--- src/rtl/hit_rate_monitor.sv ---
// hit_rate_monitor: multi-channel windowed hit counter with latched rate, saturation, alarm and partial flags
//  i_clk, i_rst      clock, synchronous active-high reset
//  i_en              1 counts and times windows, 0 freezes everything and marks the window partial
//  i_hit             per-channel single-cycle hit strobes
//  i_sec_pulse       window-end strobe (WIN_MODE=0 only)
//  i_thresh          alarm threshold, sampled at window end
//  o_live            running counts, channel k at [k*CNT_W +: CNT_W]
//  o_rate            counts latched at the last window end
//  o_rate_valid      one-cycle pulse when the latched bank updates
//  o_sat, o_alarm    per-channel saturation and threshold flags of the last window
//  o_partial         last window was not fully enabled
//  o_win_idx         completed-window counter
module hit_rate_monitor #(
    parameter int NUM_CH     = 4,
    parameter int CNT_W      = 14,
    parameter int WIN_MODE   = 0,
    parameter int WIN_CYCLES = 100000000
) (
    input  logic                    i_clk,
    input  logic                    i_rst,
    input  logic                    i_en,
    input  logic [NUM_CH-1:0]       i_hit,
    input  logic                    i_sec_pulse,
    input  logic [CNT_W-1:0]        i_thresh,
    output logic [NUM_CH*CNT_W-1:0] o_live,
    output logic [NUM_CH*CNT_W-1:0] o_rate,
    output logic                    o_rate_valid,
    output logic [NUM_CH-1:0]       o_sat,
    output logic [NUM_CH-1:0]       o_alarm,
    output logic                    o_partial,
    output logic [15:0]             o_win_idx
);
    localparam int TW = WIN_CYCLES > 2 ? $clog2(WIN_CYCLES) : 1;
    logic [TW-1:0]                   timer;
    logic [NUM_CH-1:0][CNT_W-1:0]    live;
    logic [NUM_CH-1:0][CNT_W-1:0]    rate;
    logic [NUM_CH-1:0]               sat_acc;
    logic                            partial_flag;
    logic                            evt;
    assign evt    = i_en & (WIN_MODE != 0 ? timer == TW'(WIN_CYCLES - 1) : i_sec_pulse);
    assign o_live = live;
    assign o_rate = rate;
    always_ff @(posedge i_clk) begin
        if (i_rst) begin
            timer        <= '0;
            live         <= '0;
            rate         <= '0;
            sat_acc      <= '0;
            partial_flag <= 1'b1;
            o_rate_valid <= 1'b0;
            o_sat        <= '0;
            o_alarm      <= '0;
            o_partial    <= 1'b0;
            o_win_idx    <= '0;
        end else begin
            o_rate_valid <= evt;
            if (!i_en) begin
                partial_flag <= 1'b1;
            end else if (evt) begin
                timer        <= '0;
                rate         <= live;
                o_sat        <= sat_acc;
                sat_acc      <= '0;
                o_partial    <= partial_flag;
                partial_flag <= 1'b0;
                o_win_idx    <= o_win_idx + 16'd1;
                // a hit coincident with the window end opens the next window
                for (int k = 0; k < NUM_CH; k++) begin
                    live[k]    <= CNT_W'(i_hit[k]);
                    o_alarm[k] <= live[k] >= i_thresh;
                end
            end else begin
                timer <= timer + TW'(1);
                for (int k = 0; k < NUM_CH; k++) begin
                    if (i_hit[k]) begin
                        if (&live[k]) sat_acc[k] <= 1'b1;
                        else live[k] <= live[k] + CNT_W'(1);
                    end
                end
            end
        end
    end
endmodule
--- config.mk ---
export PLATFORM = sky130hd
export DESIGN_NAME = hit_rate_monitor
export DESIGN_NICKNAME = d
export VERILOG_FILES = /design/src/rtl/hit_rate_monitor.sv
export SDC_FILE = /design/constraint.sdc
export NUM_CORES = 1
export LEC_CHECK = 0
export ABC_AREA = 1
export CORE_ASPECT_RATIO = 1.1
export CORE_UTILIZATION = 52
export DETAILED_ROUTE_END_ITERATION = 10
export PLACE_DENSITY = 0.92
export SLEW_MARGIN = 20
export SYNTH_ARGS = -nofsm -noshare
export SYNTH_HDL_FRONTEND = slang
export SYNTH_SLANG_ARGS = --single-unit
--- constraint.sdc ---
create_clock -name i_clk -period 2.2 [get_ports i_clk]
set_clock_uncertainty 0.1 [all_clocks]
set_input_delay 0.33 -clock i_clk [delete_from_list [all_inputs] [get_ports i_clk]]
set_output_delay 0.33 -clock i_clk [all_outputs]
set_load 0.05 [all_outputs]
### Word-level counts from Yosys, hierarchy flattened

Cells that the tools add are included.

* register bits: 143
* word-level logic and storage cells: 73
* output and inout port bits: 138

* bitwise gates (word level): 2
* reduce and logical (&&, ||, !) cells: 22
* add/sub/neg operators: 5
* mux-type cells: 18
* magnitude comparators: 4
* equal/unequal tests: 4

Operators by type and width (number)
* $mux W14: 8
* $add A14 B1 Y14 const B: 4
* $ge A14 B14 Y1: 4
* $mux W56: 1
* $reduce_and A14 Y1: 4
* $reduce_and A3 Y1: 8
* $add A16 B1 Y16 const B: 1
* $reduce_bool A2 Y1: 8
* $mux W1: 8
* $ne A2 B2 Y1 const B: 4
* $mux W4: 1
* $reduce_and A2 Y1: 1
* $reduce_or A2 Y1: 1
* $and A1 B1 Y1: 1
* $not A1 Y1: 1

### Longest topological paths before layout

* depth in word-level cells: 4
* depth in mapped cells: 12
* depth with buffers taken out: 11

### Worst setup path before layout

OpenSTA, ideal clock, no wires.

* path kind: register -> register
* start point: register live, in the netlist o_live[29]
* end point: register live, in the netlist o_live[39]
* period minus slack after synthesis: 1983 ps
* required time: 1985 ps
* stages on the path, launching flop included: 10
* buffers on the path: 1
* setup time: 115 ps
* arrival: 1768 ps
* slack: 217 ps
* cells stage by stage: dfxtp_1 > ha_1 > nand2_1 > nor2_2 > nand4_1 > nand2_1 > nand2_2 > buf_6 > nor2_1 > nor2_1

* cells in the longest elaborated chain, start to end: 4
* elaborated cells on any way between the ends: 7
* classes of those cells: 1 x add/sub; 1 x eq/ne; 3 x mux; 2 x reduce/logical

Ends and longest elaborated chain
* from (decl): line 35 `logic [NUM_CH-1:0][CNT_W-1:0] live;`
* from (signal, indexed assignment): line 69 `live[k] <= CNT_W'(i_hit[k]);`
* from (signal, indexed assignment): line 77 `else live[k] <= live[k] + CNT_W'(1);`
* $add A14 B1 Y14: line 77
* $mux W14: line 76 `if (&live[k]) sat_acc[k] <= 1'b1;`
* $mux W14: line 75 `if (i_hit[k]) begin`
* $mux W56: line 59 `end else if (evt) begin`

Parallel ways exist; a longest one is shown, timed or not. The select of a mux whose other input is x is not followed.
A chain may end at the register's enable or synchronous reset.

### Worst setup path after layout

* start point: register live, in the netlist o_live[51]
* end point: output port o_live[51]

RTL lines
* to (decl): line 25 `output logic [NUM_CH*CNT_W-1:0] o_live,`

No word-level cell between the ends.

==> qor.csv <==
stage,metric,value,unit
outcome,outcome,"finished, final reports clean",
floorplanning,rows,47,
yosys,synth_edf_count,0,
worst_setup_path,critPathCapture,o_live[51],
yosys,synth.largest_area_cell,dfxtp_1,
yosys,synth_cells,1156,
sta,fin_crit_sh,0.995,
final_layout,syn2layout_area_growth,32.3,%
worst_setup_path,timing.rr.start,o_live[29]$_SDFFE_PP0P_,
global_route,grt-ovfl-total,0,
sta,max-slew-margin-rel,0.634,
sta,max_freq,457,MHz
route,drt_wl_total,24.3,mm
power,pwr_density_cell,627,nW/µm²
worst_setup_path,crit_family,buffers and inverters,
final_layout,drive_gt1_frac,0.0730,
route,dr.pass1.iters,5,
place,gp_congestion,0.930,
route,ant_nets,0,
route,wire_per_inst,15.8,µm
power,seqPwrFrac,0.412,
floorplanning,io_pins,160,
worst_setup_path,path_class,reg -> out,
worst_setup_path,crit_arrival,1.76,ns
worst_hold_path,hold_path.class,reg -> reg,
worst_setup_path,rr_worst_depth,8,
worst_setup_path,required,1.77,ns
yosys,async_reset_ff_frac,0,
worst_setup_path,cp_cell_sequence,clkdlybuf4s50_1,
yosys,synth_ff_type,dfxtp_1,
worst_setup_path,max_stage_delay,0.86,ns
power,switching_share,0.271,
floorplanning,dieArea,15800,µm²
floorplanning,core,15000,µm²
clock_tree,clk_pin_slew,0.06,ns
yosys,synth_warnings,0,
worst_setup_path,crit_path_start,o_live[51]$_SDFFE_PP0P_,
power,power,6.59,mW
power,p_leak,4.82,nW
place,dp_hpwl,17.1,mm
sta,final-max-slew-violation-count,0,
floorplanning,dieHeight,132,µm
floorplanning,die_w,120,µm
power,combPwrFrac,0.136,
yosys,netlist.area_leader.share,0.360,
final_layout,antenna_cells,0,
sta,finalSetupViolCount,0,
clock_tree,htreeDepth,4,
sta,worst_pin_slew,0.547,ns
power,p_int,4.81,mW
sta,post-route-min-period,2.19,ns
clock_tree,clockRootBuffer,clkbuf_16,
final_layout,nets,1415,
yosys,synth_cell_type_count,46,
power,ir_worst_vdd,0.000509,V
yosys,avgSynthCellArea,6.88,µm²
final_layout,stdcell_count,1539,
global_route,grt_pass1_vias,7988,
sta,hold_ws,0.355,ns
worst_setup_path,cp-start-kind,flop,
yosys,synthTopCellsByArea,"dfxtp_1 (36%), nand2_1 (15%), ha_1 (9.6%)",
global_route,antenna_found_initial,0,
route,drtIter0Drc,598,
final_layout,layout_commonest_cell,nand2_1,
worst_setup_path,r2r-end,o_live[28]$_SDFFE_PP0P_,
flow_run,cap_violations,0,
route,viasPerCell,5.52,
global_route,grt_pass1_wl,38.5,mm
yosys,seq_area_frac_synth,0.360,
clock_tree,cts_buffers,17,
global_route,grt_max_degree,51,
route,drc,0,
clock_tree,cts_tree,built,
clock_tree,clk_latency,0.43,ns
clock_tree,cts_sinks,143,
worst_setup_path,crit_slowest_cell,clkdlybuf4s50_1,
place,dp.cells,1509,
sta,hold_viol,0,
worst_setup_path,cp.depth,1,
clock_tree,clockBufferDepth,2,
clock_tree,holdBufCountCts,0,
clock_tree,post_cts_buffers,0,
floorplanning,start_util,0.530,
global_route,gr-usage-all-layers,0.306,
route,vias,8495,
worst_setup_path,crit_path_end_kind,output port,
worst_setup_path,crit_fanout,6,
place,portBuffers,159,
worst_setup_path,ff2ff_setup_slack,0.16,ns
yosys,synthesis.nets,1239,
yosys,ys_seq_elements,143,
power,p_switching,1.79,mW
power,p_clk_frac,0.452,
yosys,synth.cell_area,7950,µm²
final_layout,mostFrequentLayoutCells,"nand2_1 (310), inv_1 (147), dfxtp_1 (143), clkdlybuf4s50_1 (132), nor2_1 (122)",
worst_setup_path,cp_num_buf_inv,1,
## worst min path at each step
stage,cells after the start,slack [ns],endpoint,start
2_1_floorplan,1,0.32,o_rate_valid$_SDFF_PP0_,i_rst
3_3_place_gp,2,0.34,o_rate[50]$_SDFFE_PP0P_,o_rate[50]$_SDFFE_PP0P_
3_5_place_dp,2,0.35,o_sat[3]$_SDFFE_PP0P_,o_sat[3]$_SDFFE_PP0P_
4_1_cts,2,0.36,o_rate[33]$_SDFFE_PP0P_,o_rate[33]$_SDFFE_PP0P_
5_1_grt,2,0.37,o_sat[3]$_SDFFE_PP0P_,o_sat[3]$_SDFFE_PP0P_
6_report,2,0.35,o_rate[36]$_SDFFE_PP0P_,o_rate[36]$_SDFFE_PP0P_
## cells in the mapped netlist, drive strengths merged, types with 6 or more instances
cell type    n
nand2      320
nand4       15
ha          61
a22o         6
inv        152
buf         30
o21ai      116
nor3         8
a21oi       64
dfxtp      143
nand3       79
nor2       133
## stage by stage
stage,setup TNS (ns),area [µm²],utilization,worst slack [ns]
finish,0,10500,0.701,0.0115
global route,-0.00178,10500,0.701,-0.00178
CTS,0,10500,0.698,0.00191
detailed placement,0,9880,0.659,0.0537
global placement,0,9880,0.659,0.129
floorplan,0,7950,-,0.217
## power by group through the flow
stage | Clock, mW | Sequential [mW] | Combinational [mW]
after floorplan | 0 | 2.94 | 0.393
after global placement | 0 | 2.77 | 0.856
after detailed placement | 0 | 2.77 | 0.882
after CTS | 3.00 | 2.71 | 0.886
after global routing | 3.11 | 2.72 | 0.965
final | 2.98 | 2.72 | 0.895
## timing repair
action / CTS / global route
endpoints found under the hold margin: 0 / 0
resized for setup: 11 / 16
setup endpoints to repair: 11 / 16
## flip-flops by register name, summed over array words and instances (netlist names)
register and count:
o_rate_valid 1, sat_acc 4, o_alarm 4, o_live 56, o_win_idx 16, o_partial 1, o_rate 56, o_sat 4
partial_flag 1
## cell type report
| class | count | area, µm² |
|---|---|---|
| clock buffers | 21 | 470 |
| flip-flops and latches | 143 | 2860 |
| repair buffers | 189 | 1920 |
| multi-input cells | 829 | 4310 |
| fillers | 1193 | 4480 |
| inverters | 152 | 573 |
| well taps | 196 | 245 |
| clock inverters | 9 | 134 |
## metal layers
| metal | wire length, µm | up-vias | GRT usage |
|---|---|---|---|
| met5 | 0 | - | 0 |
| met4 | 1020 | 0 | 0.174 |
| met3 | 2070 | 94 | 0.0582 |
| met2 | 11300 | 450 | 0.499 |
| met1 | 9820 | 3871 | 0.376 |
| li1 | - | 4080 | - |
## cell families after synthesis
family                   synth area share
AO/OA/AOI/OAI                       0.136
XOR/XNOR                          0.00441
adder cells (fa/ha/maj)            0.0960
buffers and inverters              0.0976
flip-flops                          0.360
AND/OR/NAND/NOR                     0.306
No activity file was read; power rests on OpenSTA's default activity.
